## src/rtl/fifo_pkg.sv

```systemverilog
// Shared defaults and pointer type for the synchronous FIFO controller.
// Optional error flags are enabled with the FIFO_ERR_FLAGS_EN macro (see sync_fifo_ctrl).
package fifo_pkg;

  localparam int DEFAULT_DATA_WIDTH = 32;
  localparam int DEFAULT_ADDR_WIDTH = 3;

  // One extra MSB beyond the storage index acts as the wrap bit.
  typedef logic [DEFAULT_ADDR_WIDTH:0] ptr_t;

endpackage

```

## src/rtl/fifo_storage.sv

```systemverilog
// FIFO word array: synchronous write, registered read, no reset on the array itself.
// A same-edge read and write to one index returns the word held before the write.
module fifo_storage
  import fifo_pkg::*;
#(
  parameter int DATA_WIDTH = DEFAULT_DATA_WIDTH,
  parameter int ADDR_WIDTH = DEFAULT_ADDR_WIDTH
) (
  input  logic                  clk_i,
  input  logic                  reset_i,
  input  logic                  we_i,
  input  logic [ADDR_WIDTH-1:0] waddr_i,
  input  logic [DATA_WIDTH-1:0] wdata_i,
  input  logic                  re_i,
  input  logic [ADDR_WIDTH-1:0] raddr_i,
  output logic [DATA_WIDTH-1:0] rdata_o
);

  logic [DATA_WIDTH-1:0] mem_q [2**ADDR_WIDTH];
  logic [DATA_WIDTH-1:0] rdata_q;

  always_ff @(posedge clk_i) begin
    if (we_i) begin
      mem_q[waddr_i] <= wdata_i;
    end
  end

  // Output register is cleared on reset and otherwise holds until the next read.
  always_ff @(posedge clk_i) begin
    if (reset_i) begin
      rdata_q <= '0;
    end else if (re_i) begin
      rdata_q <= mem_q[raddr_i];
    end
  end

  assign rdata_o = rdata_q;

endmodule

```

## src/rtl/sync_fifo_ctrl.sv

```systemverilog
// Single-clock FIFO controller: pointers, occupancy count, status flags and handshakes.
// Define FIFO_ERR_FLAGS_EN to build the sticky overflow/underflow flags; otherwise they are tied low.
module sync_fifo_ctrl
  import fifo_pkg::*;
#(
  parameter int DATA_WIDTH    = DEFAULT_DATA_WIDTH,
  parameter int ADDR_WIDTH    = DEFAULT_ADDR_WIDTH,
  parameter int AFULL_THRESH  = (2**ADDR_WIDTH) - 1,
  parameter int AEMPTY_THRESH = 1
) (
  input  logic                  wr_clk,
  input  logic                  reset,
  input  logic                  wr_en,
  input  logic [DATA_WIDTH-1:0] write_data,
  input  logic                  rd_en,
  output logic [DATA_WIDTH-1:0] read_data,
  output logic                  rd_valid,
  output logic                  full,
  output logic                  empty,
  output logic                  almost_full,
  output logic                  almost_empty,
  output logic [ADDR_WIDTH:0]   count,
  output logic                  overflow,
  output logic                  underflow
);

  localparam logic [ADDR_WIDTH:0] PTR_ONE    = {{ADDR_WIDTH{1'b0}}, 1'b1};
  localparam logic [ADDR_WIDTH:0] AFULL_LVL  = AFULL_THRESH[ADDR_WIDTH:0];
  localparam logic [ADDR_WIDTH:0] AEMPTY_LVL = AEMPTY_THRESH[ADDR_WIDTH:0];

  logic [ADDR_WIDTH:0] wrPtr_q, wrPtr_d;
  logic [ADDR_WIDTH:0] rdPtr_q, rdPtr_d;
  logic [ADDR_WIDTH:0] count_q, count_d;
  logic                rdValid_q;
  logic                pushOk, popOk;

  assign empty        = (wrPtr_q == rdPtr_q);
  assign full         = (wrPtr_q[ADDR_WIDTH-1:0] == rdPtr_q[ADDR_WIDTH-1:0]) &&
                        (wrPtr_q[ADDR_WIDTH] != rdPtr_q[ADDR_WIDTH]);
  assign almost_full  = (count_q >= AFULL_LVL);
  assign almost_empty = (count_q <= AEMPTY_LVL);
  assign count        = count_q;
  assign rd_valid     = rdValid_q;

  // A pop never bypasses an in-cycle push, but a push into a full FIFO may ride on a pop.
  assign popOk  = rd_en && !empty;
  assign pushOk = wr_en && (!full || popOk);

  always_comb begin
    wrPtr_d = wrPtr_q;
    rdPtr_d = rdPtr_q;
    count_d = count_q;
    if (pushOk) begin
      wrPtr_d = wrPtr_q + PTR_ONE;
    end
    if (popOk) begin
      rdPtr_d = rdPtr_q + PTR_ONE;
    end
    case ({pushOk, popOk})
      2'b10:   count_d = count_q + PTR_ONE;
      2'b01:   count_d = count_q - PTR_ONE;
      default: count_d = count_q;
    endcase
  end

  always_ff @(posedge wr_clk) begin
    if (reset) begin
      wrPtr_q   <= '0;
      rdPtr_q   <= '0;
      count_q   <= '0;
      rdValid_q <= 1'b0;
    end else begin
      wrPtr_q   <= wrPtr_d;
      rdPtr_q   <= rdPtr_d;
      count_q   <= count_d;
      rdValid_q <= popOk;
    end
  end

  // Storage writes and reads are suppressed during reset so reset wins over both requests.
  fifo_storage #(
    .DATA_WIDTH (DATA_WIDTH),
    .ADDR_WIDTH (ADDR_WIDTH)
  ) u_storage (
    .clk_i   (wr_clk),
    .reset_i (reset),
    .we_i    (pushOk && !reset),
    .waddr_i (wrPtr_q[ADDR_WIDTH-1:0]),
    .wdata_i (write_data),
    .re_i    (popOk && !reset),
    .raddr_i (rdPtr_q[ADDR_WIDTH-1:0]),
    .rdata_o (read_data)
  );

`ifdef FIFO_ERR_FLAGS_EN
  logic overflow_q;
  logic underflow_q;

  always_ff @(posedge wr_clk) begin
    if (reset) begin
      overflow_q  <= 1'b0;
      underflow_q <= 1'b0;
    end else begin
      if (wr_en && !pushOk) begin
        overflow_q <= 1'b1;
      end
      if (rd_en && !popOk) begin
        underflow_q <= 1'b1;
      end
    end
  end

  assign overflow  = overflow_q;
  assign underflow = underflow_q;
`else
  assign overflow  = 1'b0;
  assign underflow = 1'b0;
`endif

endmodule

```

## config.mk

```make
export PLATFORM = sky130hd
export DESIGN_NAME = sync_fifo_ctrl
export DESIGN_NICKNAME = d
export VERILOG_FILES = /design/src/rtl/fifo_pkg.sv /design/src/rtl/fifo_storage.sv /design/src/rtl/sync_fifo_ctrl.sv
export SDC_FILE = /design/constraint.sdc
export NUM_CORES = 1
export LEC_CHECK = 0
export ABC_AREA = 0
export CAP_MARGIN = 20
export CORE_ASPECT_RATIO = 0.8
export CORE_MARGIN = 5
export CORE_UTILIZATION = 36
export DETAILED_ROUTE_END_ITERATION = 6
export PLACE_DENSITY = 0.6
export SLEW_MARGIN = 0
export SYNTH_ARGS = -nofsm -noshare
export SYNTH_HDL_FRONTEND = slang
export SYNTH_SLANG_ARGS = --single-unit
```

## constraint.sdc

```tcl
create_clock -name wr_clk -period 6.15 [get_ports wr_clk]
set_input_delay 0.615 -clock wr_clk [delete_from_list [all_inputs] [get_ports wr_clk]]
set_output_delay 0.615 -clock wr_clk [all_outputs]
set_load 0.01 [all_outputs]
```

## Word level (Yosys, flattened, before mapping)

Memories as Yosys holds them, arrays and structs flattened. A register that Yosys moved wholly into a read port is not among the register bits.
Cells that the tools add are included.

| word-level totals | value |
|---|---|
| bits in writable memories | 256 |
| input port bits | 36 |
| logic and storage cells | 29 |
| memories kept | 1 |
| flip-flop bits (word level) | 13 |

Memories:

| memory | depth | width | rd ports | clocked after memory_dff | write ports | line | text |
|---|---|---|---|---|---|---|---|
| u_storage.mem_q | 8 | 32 | 1 | 1 | 1 | fifo_storage.sv:19 | `logic [DATA_WIDTH-1:0] mem_q [2**ADDR_WIDTH];` |

| cells by class | value |
|---|---|
| muxes and demuxes | 3 |
| reductions and logical operators | 10 |
| $lt $le $gt $ge | 2 |
| eq/ne operators | 5 |
| $add $sub $neg | 4 |

Operators by type and width:

| operator | number |
|---|---|
| adder 4 x 1 -> 4 bit (second input constant) | 3 |
| case mux 4 bit (2 select lines) | 1 |
| logical AND 1 bit | 5 |
| == test 4 bit | 1 |
| greater-or-equal comparator 4 x 3 -> 1 bit (second input constant) | 1 |
| less-or-equal comparator 4 x 1 -> 1 bit (second input constant) | 1 |
| subtractor 4 x 1 -> 4 bit (second input constant) | 1 |
| == test 3 bit | 1 |
| zero test 1 bit | 3 |
| == test 2 x 1 -> 1 bit (second input constant) | 1 |
| == test 2 bit (second input constant) | 1 |
| two-way mux 1 bit | 2 |
| nonzero test 2 bit | 1 |
| logical OR 1 bit | 1 |
| != test 1 bit | 1 |

## Longest topological paths before layout

Gate-level depths: netlist (run 1).

| logic depth | value |
|---|---|
| depth after elaboration | 8 |
| gate-level depth with buffers | 7 |
| mapped depth without buffers | 7 |

## By module

Synthesis (run 1) repeated with hierarchy kept, for this count alone.

| unflattened totals | value |
|---|---|
| cell total of the unflattened synthesis | 695 |
| area total of the unflattened synthesis | 11818.8 um^2 |

Modules (own cells, without submodules):

| module | times used | cells an instance | area an instance (um^2) |
|---|---|---|---|
| fifo_storage | 1 | 598 | 10958.0 |
| sync_fifo_ctrl | 1 | 97 | 860.8 |

## Least setup slack after synthesis (run 1)

OpenSTA, ideal clock, no wires.

| path | value |
|---|---|
| path type | input -> register |
| start point | in wr_en |
| end point | mem u_storage.mem_q[0][0] in the netlist's numbering, enable pin |
| buffers on the path | 2 |
| data required time | 5648 ps |
| library setup time | 502 ps |
| stages | 4 |
| slack | 1403 ps |
| arrival time | 4245 ps |
| cells stage by stage | clkbuf_1 -> o21ai_1 -> buf_4 -> nor4_1 |

| between the ends | value |
|---|---|
| cells in the longest elaborated chain, start to end | 4 |

Ends and longest elaborated chain:

| item | line | text |
|---|---|---|
| start: declaration | sync_fifo_ctrl.sv:13 | `input logic wr_en,` |
| logical AND 1 bit | sync_fifo_ctrl.sv:47 | `assign pushOk = wr_en && (!full \|\| popOk);` |
| logical AND 1 bit | sync_fifo_ctrl.sv:87 | `.we_i (pushOk && !reset),` |
| two-way mux 1 bit | fifo_storage.sv:23 | `if (we_i) begin` |
| two-way mux 1 bit (implied by the code) | fifo_storage.sv:24 | `mem_q[waddr_i] <= wdata_i;` |
| end: declaration | fifo_storage.sv:19 |  |

Every way passes these cells.

## Worst setup path after layout (run 1)

| path | value |
|---|---|
| start point | reg rdPtr_q[2] |
| end point | out empty |

| between the ends | value |
|---|---|
| cells in the longest elaborated chain, start to end | 1 |

Ends and longest elaborated chain:

| item | line | text |
|---|---|---|
| start: declaration | sync_fifo_ctrl.sv:32 | `logic [ADDR_WIDTH:0] rdPtr_q, rdPtr_d;` |
| start signal: assignment | sync_fifo_ctrl.sv:74 | `rdPtr_q <= rdPtr_d;` |
| == test 4 bit | sync_fifo_ctrl.sv:37 | `assign empty = (wrPtr_q == rdPtr_q);` |
| end: declaration | sync_fifo_ctrl.sv:19 | `output logic empty,` |

Every way passes these cells.

==> results of run 1 <==
==> worst min-delay path: stages (launching register included) <==
cell	delay, ps
dfxtp_1	310
nor2_1	90
a211oi_1	50
==> area by class of cell <==
class	count	area share (%)
well taps	420	3.77
multi-input cells	241	20.2
diodes	1	0.0179
clock inverters	17	1.49
flip-flops and latches	301	61.7
repair buffers	95	6.44
clock buffers	39	6.14
inverters	9	0.242
==> routing by layer <==
layer / GRT usage (%) / share of wire, % / up-vias
li1: - / - / 2553
met1: 16.9 / 43 / 2857
met2: 22.4 / 50 / 122
met3: 3.04 / 5.6 / 37
met4: 2.37 / 1.4 / 6
met5: 0 / 0.23 / -
==> flip-flops by register name, summed over array words and instances, names as in the netlist <==
register,count
rd_valid,1
u_storage.rdata_o,32
wrPtr_q,4
count,4
rdPtr_q,4
u_storage.mem_q,256
==> Yosys cell counts, types with 3 or more instances <==
library cell	number	share of area [%]
a211oi_1	20	1.3
a211oi_2	12	1.3
buf_2	13	0.56
buf_4	8	0.52
buf_6	5	0.48
clkbuf_1	8	0.26
dfxtp_1	45	7.8
edfxtp_1	256	66
ha_1	5	0.54
inv_1	8	0.26
mux2_1	3	0.29
mux2i_1	34	2.9
mux4_2	64	12
nand2_1	5	0.16
nand2b_1	3	0.16
nand3_1	3	0.13
nor2_1	46	1.5
nor3_1	8	0.34
o21ai_1	4	0.17
xor2_1	5	0.38
==> cell usage in the layout (no fill, tap or decap), drive strengths merged, types with 8 or more instances in the layout <==
cell type / instances
nor2: 46
buf: 20
a211oi: 32
nor3: 8
mux4: 64
clkinv: 8
mux2i: 34
clkdlybuf4s50: 75
edfxtp: 256
inv: 11
dfxtp: 45
clkbuf: 39
==> kinds of logic after synthesis <==
logic type,count (synthesis),synth area share (%)
other,1,0.0323
AO/OA/AOI/OAI,47,3.53
XOR/XNOR,10,1.14
multiplexers,101,15.6
AND/OR/NAND/NOR,76,2.93
flip-flops,301,73.9
buffers and inverters,46,2.24
adder cells (fa/ha/maj),5,0.539
==> power by group through the flow <==
stage	Combinational, mW	Clock, mW	Sequential, mW
after floorplan	0.497	0	2.41
after global placement	0.711	0	2.43
after detailed placement	0.726	0	2.43
after CTS	0.728	1.95	2.39
after global routing	0.776	2.04	2.40
final	0.714	1.90	2.39
==> per-stage QoR <==
| step | util, % | setup slack, ps | hold slack, ps | cells |
|---|---|---|---|---|
| final | 44.1 | 2780 | 502 | 1123 |
| after global routing | 44.1 | 2580 | 539 | 1122 |
| after CTS | 44.0 | 2700 | 510 | 1121 |
| after detailed placement | 40.7 | 2760 | 502 | 1065 |
| after global placement | 40.7 | 2800 | 487 | 1065 |
| after floorplan | - | 1400 | 520 | 588 |
==> path summary, 6_finish.rpt <==
path	start	end	slack, ps
worst min register to register	u_storage.rdata_o[22]	u_storage.rdata_o[22]	500
worst min-delay path	u_storage.rdata_o[22]	u_storage.rdata_o[22]	500
worst max-delay path	rdPtr_q[2]	empty	2780
worst max register to register	rdPtr_q[2]	rdPtr_q[3]	2790
==> summary.md, run 1 <==
| Metric | Value |
|---|---|
| Worst clock skew | 10.1 ps |
| First-pass GRT wire length | 35,400 um |
| Worst min path class | reg -> reg |
| Final period util | 54.8% |
| Leak | 4.31 nW |
| Mapped Cells | 587 |
| GPL Wtd Cong | 0.803 |
| Setup TNS Final | 0 ps |
| Die width | 211 um |
| Cts hold-fix bufs | 0 |
| Crit Path Class | reg -> out |
| Largest net degree at the start of global routing | 68 |
| Clk pwr share | 38.0% |
| Hpwl dp | 13,300 um |
| Worst slew margin | 29.4% |
| Slowest-stage cell, CP | dfxtp_4 |
| RSZ-0062 raised after global routing | false |
| Number of synthesized register bits | 301 |
| Clk Latency, worst-skew pair | 550 ps |
| Unique masters post-synth | 45 |
| Post_cts resized | 0 |
| Filler cell count | 2,736 |
| Critical Path Sink Type | output pin |
| Yosys synthesis warning count | 0 |
| Avg WL per Cell | 20.7 um |
| FF/Latch Area | 8600 um2 |
| Final Max Tran Viols | 0 |
| Crit. path cell count | 4 |
| DR iter-0 viols | 347 |
| All-layer global routing usage | 12.9% |
| PortBufs | 76 |
| Residual DRC | 0 |
| Via count | 5,575 |
| Ys async rst share | 0% |
| CP Max Fanout | 67 |
| TritonCTS clock tree | done |
| Sw Pwr | 1.17 mW |
| H-tree depth | 1 |
| DR vias/cell | 4.96 |
| Top delay family on crit path | flip-flops |
| Fin area | 13,900 um2 |
| Final wirelength | 23,300 um |
| Die height | 171 um |
| Multi-input logic area | 2820 um2 |
| Hold Violations, Final | 0 |
| Flop pwr share | 47.7% |
| Int Pwr | 3.83 mW |
| Startpoint Class | flip-flop |
| Core Rows | 58 |
| Cells along the critical path | xnor2_2 -> nand4_2 -> inv_2 -> clkdlybuf4s50_1 |
| Worst hold path depth | 2 |
| Period minus WS final | 3370 ps |
| Worst EP required | 5530 ps |
| Worst IR Drop VDD | 0.214 mV |
| Worst R2R Path Depth | 6 |
| Mapped Area | 11,600 um2 |
| Status | finished clean |
| Mean Syn Cell Area | 19.8 um2 |
| # IOs | 79 |
| Root Driver | clkbuf_16 |
| Core Area | 31,600 um2 |
| Starting density of the core | 36.7% |
| Worst EP arrival | 2760 ps |
| Drt first pass iters | 4 |
| # setup viols final | 0 |
| Placement Cell Area | 12,900 um2 |
| Critical path buffer and inverter count | 2 |
| Vias in the first global route | 5,948 |
| Postcts setup bufs | 0 |
| Post-synth EDFFs | 256 |
| CTS clock-pin slew for the worst setup and hold paths | 70 ps |
| Layout Nets | 719 |
| Grt total ovfl | 0 |
| Number of antenna violations at the first check in global routing | 3 |
| PD cells | 359 nW/um2 |
| Synthesis-to-layout area growth | 20.1% |
| Total power draw | 5.01 mW |
| Die area | 36,000 um2 |
| Top_reg_cell synth | edfxtp_1 |
| Max incr delay on CP | 1060 ps |
| Seq/Total Area, Yosys | 73.9% |
| Share of cells above drive strength 1 | 23.2% |
| Measured slew at the worst slew-check pin | 1060 ps |
| Fmax | 0.297 GHz |
| Max Cap Viol | 0 |
| Comb pwr share | 14.3% |
| Num CTS Buffers | 30 |
| Switching Share | 23.4% |
| Antenna-violating nets left | 0 |
| Clock buffer depth | 3 |
| Clock sinks | 301 |
No activity file was read; power rests on OpenSTA's default activity.
==> run 2: changes to the inputs <==
- PLACE_DENSITY: 0.6 -> 0.62
- clock period: 6.15 -> 2.9 ns (I/O delays scaled with it)
==> run 2 against run 1 <==
Net effect:
- via count is 1.6% higher
- clock power up 100%
- design area is essentially flat
- hold slack got worse by 280 ps
- cell count is 0.45% higher
- clock-buffer cell count unchanged
- register-to-register slack worse by 2300 ps
- first-iteration DRC count is 17% higher
- non-clock buffer count rose by 6
- utilization is essentially flat
- largest power group unchanged
- highest routed layer unchanged
==> summary.md, run 2 (synthesis results as in run 1) <==
| Metric | Value |
|---|---|
| Max FFs per register | 256 |
| Crit Path Class | reg -> out |
| Commonest cells after routing, fill and taps aside | 256 x edfxtp_1, 75 x clkdlybuf4s50_1, 64 x mux4_2 |
| Max incr delay on CP | 670 ps |
| Status | finished clean |
| Cells along the critical path | xnor2_4 -> nand4_1 -> inv_1 -> clkdlybuf4s50_1 |
| Antenna-violating nets left | 0 |
| # IOs | 79 |
| Hold Violations, Final | 0 |
| CTS clock-pin slew for the worst setup and hold paths | 60 ps |
| Sw Pwr | 2.46 mW |
| Share of cells above drive strength 1 | 23.4% |
| Startpoint Class | flip-flop |
| Hpwl dp | 13,900 um |
| Worst EP required | 2610 ps |
| Biggest register | u_storage.mem_q |
| DR iter-0 viols | 405 |
| TritonCTS clock tree | done |
| Leak | 4.32 nW |
| Vias in the first global route | 6,052 |
| Worst slew margin | 34.2% |
| Hold slack | 226 ps |
| Postcts setup bufs | 0 |
| RSZ-0062 raised after global routing | false |
| Synthesis-to-layout area growth | 20.2% |
| Measured slew at the worst slew-check pin | 986 ps |
| Worst IR Drop VDD | 0.480 mV |
| Worst clock skew | 13.2 ps |
| DR vias/cell | 5.02 |
| Int Pwr | 8.04 mW |
| Placement Cell Area | 13,000 um2 |
| Clock sinks | 301 |
| Root Driver | clkbuf_16 |
| Cts hold-fix bufs | 0 |
| Core Rows | 58 |
| Clk Latency, worst-skew pair | 540 ps |
| Final period util | 88.9% |
| H-tree depth | 1 |
| Clk pwr share | 37.0% |
| Die height | 171 um |
| Crit. path cell count | 4 |
| Fin area | 14,000 um2 |
| Avg WL per Cell | 20.3 um |
| Via count | 5,665 |
| CP startpoint | wrPtr_q[0] |
| Max Cap Viol | 0 |
| # setup viols final | 0 |
| Comb pwr share | 15.4% |
| Critical Path Sink Type | output pin |
| Starting density of the core | 36.7% |
| FF-to-FF setup slack | 520 ps |
| Num CTS Buffers | 30 |
| Leading cell type in the layout, fill and taps excluded | edfxtp_1 |
| Largest net degree at the start of global routing | 67 |
| Pre-CTS setup slack | 537 ps |
| Grt total ovfl | 0 |
| Critical path buffer and inverter count | 2 |
| PD cells | 752 nW/um2 |
| Setup TNS Final | 0 ps |
| Clock buffer depth | 3 |
| Worst R2R Start | wrPtr_q[0] |
| All-layer global routing usage | 12.7% |
| Slowest-stage cell, CP | dfxtp_1 |
| Die width | 211 um |
| GPL Wtd Cong | 0.776 |
| Fmax | 0.388 GHz |
| N_diodes | 0 |
| Top delay family on crit path | flip-flops |
| Die area | 36,000 um2 |
| Switching Share | 23.4% |
| First-pass GRT wire length | 35,700 um |
| Number of antenna violations at the first check in global routing | 1 |
| Core Area | 31,600 um2 |
| PortBufs | 76 |
| RR Endpoint | u_storage.mem_q[1][4] |
| CP Max Fanout | 9 |
| Worst Setup EP | full |
| Worst R2R Path Depth | 6 |
| Setup ws final | 322 ps |
| Residual DRC | 0 |
| Period minus WS final | 2580 ps |
| Flop pwr share | 47.5% |
| Drt first pass iters | 4 |
| Worst EP arrival | 2290 ps |
| Layout Nets | 725 |
| Worst min path class | in -> reg |
| Post_cts resized | 0 |
| Final Max Tran Viols | 0 |
| Final wirelength | 23,000 um |
## run 2: changes by cell type in the layout (fill, tap and decap cells not counted), sizes merged
cell,change
buf,+6
clkinv,+2
inv,-2
diode,-1
## run 2: final cells by class
class	count	area [um2]
Clock buffer	39	816
Tap cell	420	526
Clock inverter	17	189
Multi-Input combinational cell	241	2840
Timing Repair Buffer	101	956
Inverter	9	33.8
Sequential cell	301	8600
Fill cell	2732	17700
## run 2: power by group through the flow
stage                     registers, mW  clock network (mW)  logic, mW
final                              4.99                3.89       1.62
after global routing               5.01                4.19       1.77
after CTS                          4.99                3.98       1.66
after detailed placement           5.08                   0       1.65
after global placement             5.07                   0       1.62
after floorplan                    5.10                   0       1.06
## run 2: tightest hold or removal path, cell delays in order
cell	delay (ps)
buf_2	120
or2_2	220
mux2i_1	90
## run 2: worst min-delay path by stage
stage	to	cells after the start	start
2_1_floorplan	u_storage.mem_q[0][0]	0	write_data[0]
3_3_place_gp	u_storage.rdata_o[11]	2	u_storage.rdata_o[11]
3_5_place_dp	u_storage.rdata_o[24]	2	u_storage.rdata_o[24]
4_1_cts	wrPtr_q[2]	3	reset
5_1_grt	wrPtr_q[2]	3	reset
6_report	wrPtr_q[2]	3	reset
## run 2: per-layer routing
layer	global-route usage, %	share of wire [%]
met1	17.8	45
met4	2.96	2.0
met2	20.9	48
met3	2.36	4.6
met5	0	0.087
## run 2: stage by stage
step | instances | total power, mW | utilization [%]
floorplan | 588 | 6.16 | -
global placement | 1072 | 6.69 | 40.9
detailed placement | 1072 | 6.74 | 40.9
CTS | 1128 | 10.6 | 44.1
global route | 1128 | 11.0 | 44.1
finish | 1128 | 10.5 | 44.1
==> run 3: changes to the inputs <==
- CELL_PAD_IN_SITES_DETAIL_PLACEMENT: not set -> 1
- CELL_PAD_IN_SITES_GLOBAL_PLACEMENT: not set -> 2
- PLACE_DENSITY: 0.62 -> 0.72
- clock period: 2.9 -> 3.2 ns (I/O delays scaled with it)
==> run 3 against run 2 <==
Net effect:
- via count down 0.34%
- total power decreased by 10%
- clock power down 12%
- critical path depth unchanged
- clock-buffer cell count is 1 lower
- hold slack improved by 280 ps
- sequential share of layout area increased by 0.066 points
- sequential power decreased by 9.2%
- die area did not move
- design area shrank 0.11%
- critical path type unchanged
- largest cell class unchanged
- largest power group unchanged
==> summary.md, run 3 (synthesis results as in run 1) <==
| Metric | Value |
|---|---|
| Hold Violations, Final | 0 |
| Final period util | 82.0% |
| Residual DRC | 0 |
| CTS clock-pin slew for the worst setup and hold paths | 60 ps |
| TritonCTS clock tree | done |
| All-layer global routing usage | 13.3% |
| Fin area | 13,900 um2 |
| Antenna-violating nets left | 0 |
| Period minus WS final | 2620 ps |
| Commonest cells after routing, fill and taps aside | 256 x edfxtp_1, 75 x clkdlybuf4s50_1, 64 x mux4_2 |
| CP Max Fanout | 9 |
| Worst IR Drop VDD | 0.521 mV |
| CP startpoint | wrPtr_q[0] |
| Clk Latency, worst-skew pair | 550 ps |
| Via count | 5,646 |
| Filler cell count | 3,027 |
| Die width | 211 um |
| Fin cells | 1,122 |
| PD cells | 675 nW/um2 |
| H-tree depth | 1 |
| Share of cells above drive strength 1 | 22.6% |
| GPL Wtd Cong | 0.762 |
| Worst Setup EP | empty |
| Num CTS Buffers | 30 |
| Vias in the first global route | 6,128 |
| Biggest register | u_storage.mem_q |
| Starting density of the core | 36.7% |
| DR vias/cell | 5.03 |
| Synthesis-to-layout area growth | 20.0% |
| Hpwl dp | 14,100 um |
| Leading cell type in the layout, fill and taps excluded | edfxtp_1 |
| Worst slew margin | 51.4% |
| Grt total ovfl | 0 |
| Die area | 36,000 um2 |
| Largest net degree at the start of global routing | 68 |
| Measured slew at the worst slew-check pin | 729 ps |
| Clock sinks | 301 |
| DR iter-0 viols | 308 |
| DP Cell Count | 1,065 |
| Layout Nets | 719 |
| Final Max Tran Viols | 0 |
| RSZ-0062 raised after global routing | false |
| Leak | 4.30 nW |
| Placement Cell Area | 13,000 um2 |
| Max Cap Viol | 0 |
| Clock buffer depth | 3 |
| Multi-input logic area | 2840 um2 |
| # IOs | 79 |
| Status | finished clean |
| Max FFs per register | 256 |
| Root Driver | clkbuf_16 |
| Avg WL per Cell | 21.2 um |
| Crit Path Class | reg -> out |
| FF/Latch Area | 8600 um2 |
| Core Rows | 58 |
| Critical Path Sink Type | output pin |
| Worst min path class | reg -> reg |
| Core Area | 31,600 um2 |
| Startpoint Class | flip-flop |
| RR Endpoint | u_storage.mem_q[1][27] |
| FF-to-FF setup slack | 760 ps |
| Worst R2R Path Depth | 6 |
| N_diodes | 0 |
| First-pass GRT wire length | 37,000 um |
| Final wirelength | 23,800 um |
| # setup viols final | 0 |
| Drt first pass iters | 5 |
| Worst R2R Start | wrPtr_q[0] |
| Die height | 171 um |
| Number of antenna violations at the first check in global routing | 1 |
| Worst EP required | 2880 ps |
| Worst clock skew | 11.0 ps |
| PortBufs | 76 |
| Fmax | 0.381 GHz |
| Worst EP arrival | 2300 ps |
run 3: routing by layer:
metal	GRT usage, %	share of wire (%)	vias up
met5	0	0.055	-
met4	2.87	2.0	2
met3	2.55	5.2	37
met2	22.2	48	129
met1	18.3	44	2933
li1	-	-	2545
run 3: final cells by class:
| cell class | count | area share (%) |
|---|---|---|
| clock buffer | 38 | 5.67 |
| clock inverter | 18 | 1.28 |
| inverter | 9 | 0.242 |
| multi-input combinational | 241 | 20.4 |
| sequential | 301 | 61.7 |
| tap | 420 | 3.77 |
| timing repair buffer | 95 | 7.00 |
run 3: worst min-delay path by stage:
| stage | slack, ps | endpoint | start | depth (start not counted) |
|---|---|---|---|---|
| global route | 480 | u_storage.mem_q[0][31] | write_data[31] | 1 |
| finish | 500 | u_storage.rdata_o[6] | u_storage.rdata_o[6] | 2 |
| global placement | 490 | u_storage.rdata_o[23] | u_storage.rdata_o[23] | 2 |
| floorplan | 420 | u_storage.mem_q[0][0] | write_data[0] | 0 |
| CTS | 460 | u_storage.mem_q[5][31] | write_data[31] | 1 |
| detailed placement | 500 | u_storage.rdata_o[23] | u_storage.rdata_o[23] | 2 |
run 3: what timing repair did:
| item | 4_1_cts | 5_1_grt |
|---|---|---|
| hold endpoints to repair | 1 | 0 |
| hold buffers | 1 | 0 |
| resized for setup | 0 | 0 |
| setup buffers | 0 | 0 |
run 3: power by group:
| group | internal, mW | switching, mW |
|---|---|---|
| sequential | 4.42 | 0.110 |
| combinational | 0.755 | 0.724 |
| clock | 1.99 | 1.42 |
| total | 7.16 | 2.25 |
run 3: metrics by stage:
stage	hold WS, ps	TNS [ps]	power [mW]	utilization [%]	worst slack [ps]
CTS	465	0	9.57	44.1	542
global placement	490	0	6.08	41.0	874
floorplan	419	-107520	5.58	-	-529
detailed placement	497	0	6.12	41.0	774
global route	481	0	9.86	44.1	460
finish	503	0	9.42	44.1	576
run 3: critical path, stage by stage (launching register included):
cell and delay [ps]:
dfxtp_1 700, xnor2_4 220, nand4_2 190, inv_2 110, clkdlybuf4s50_1 540
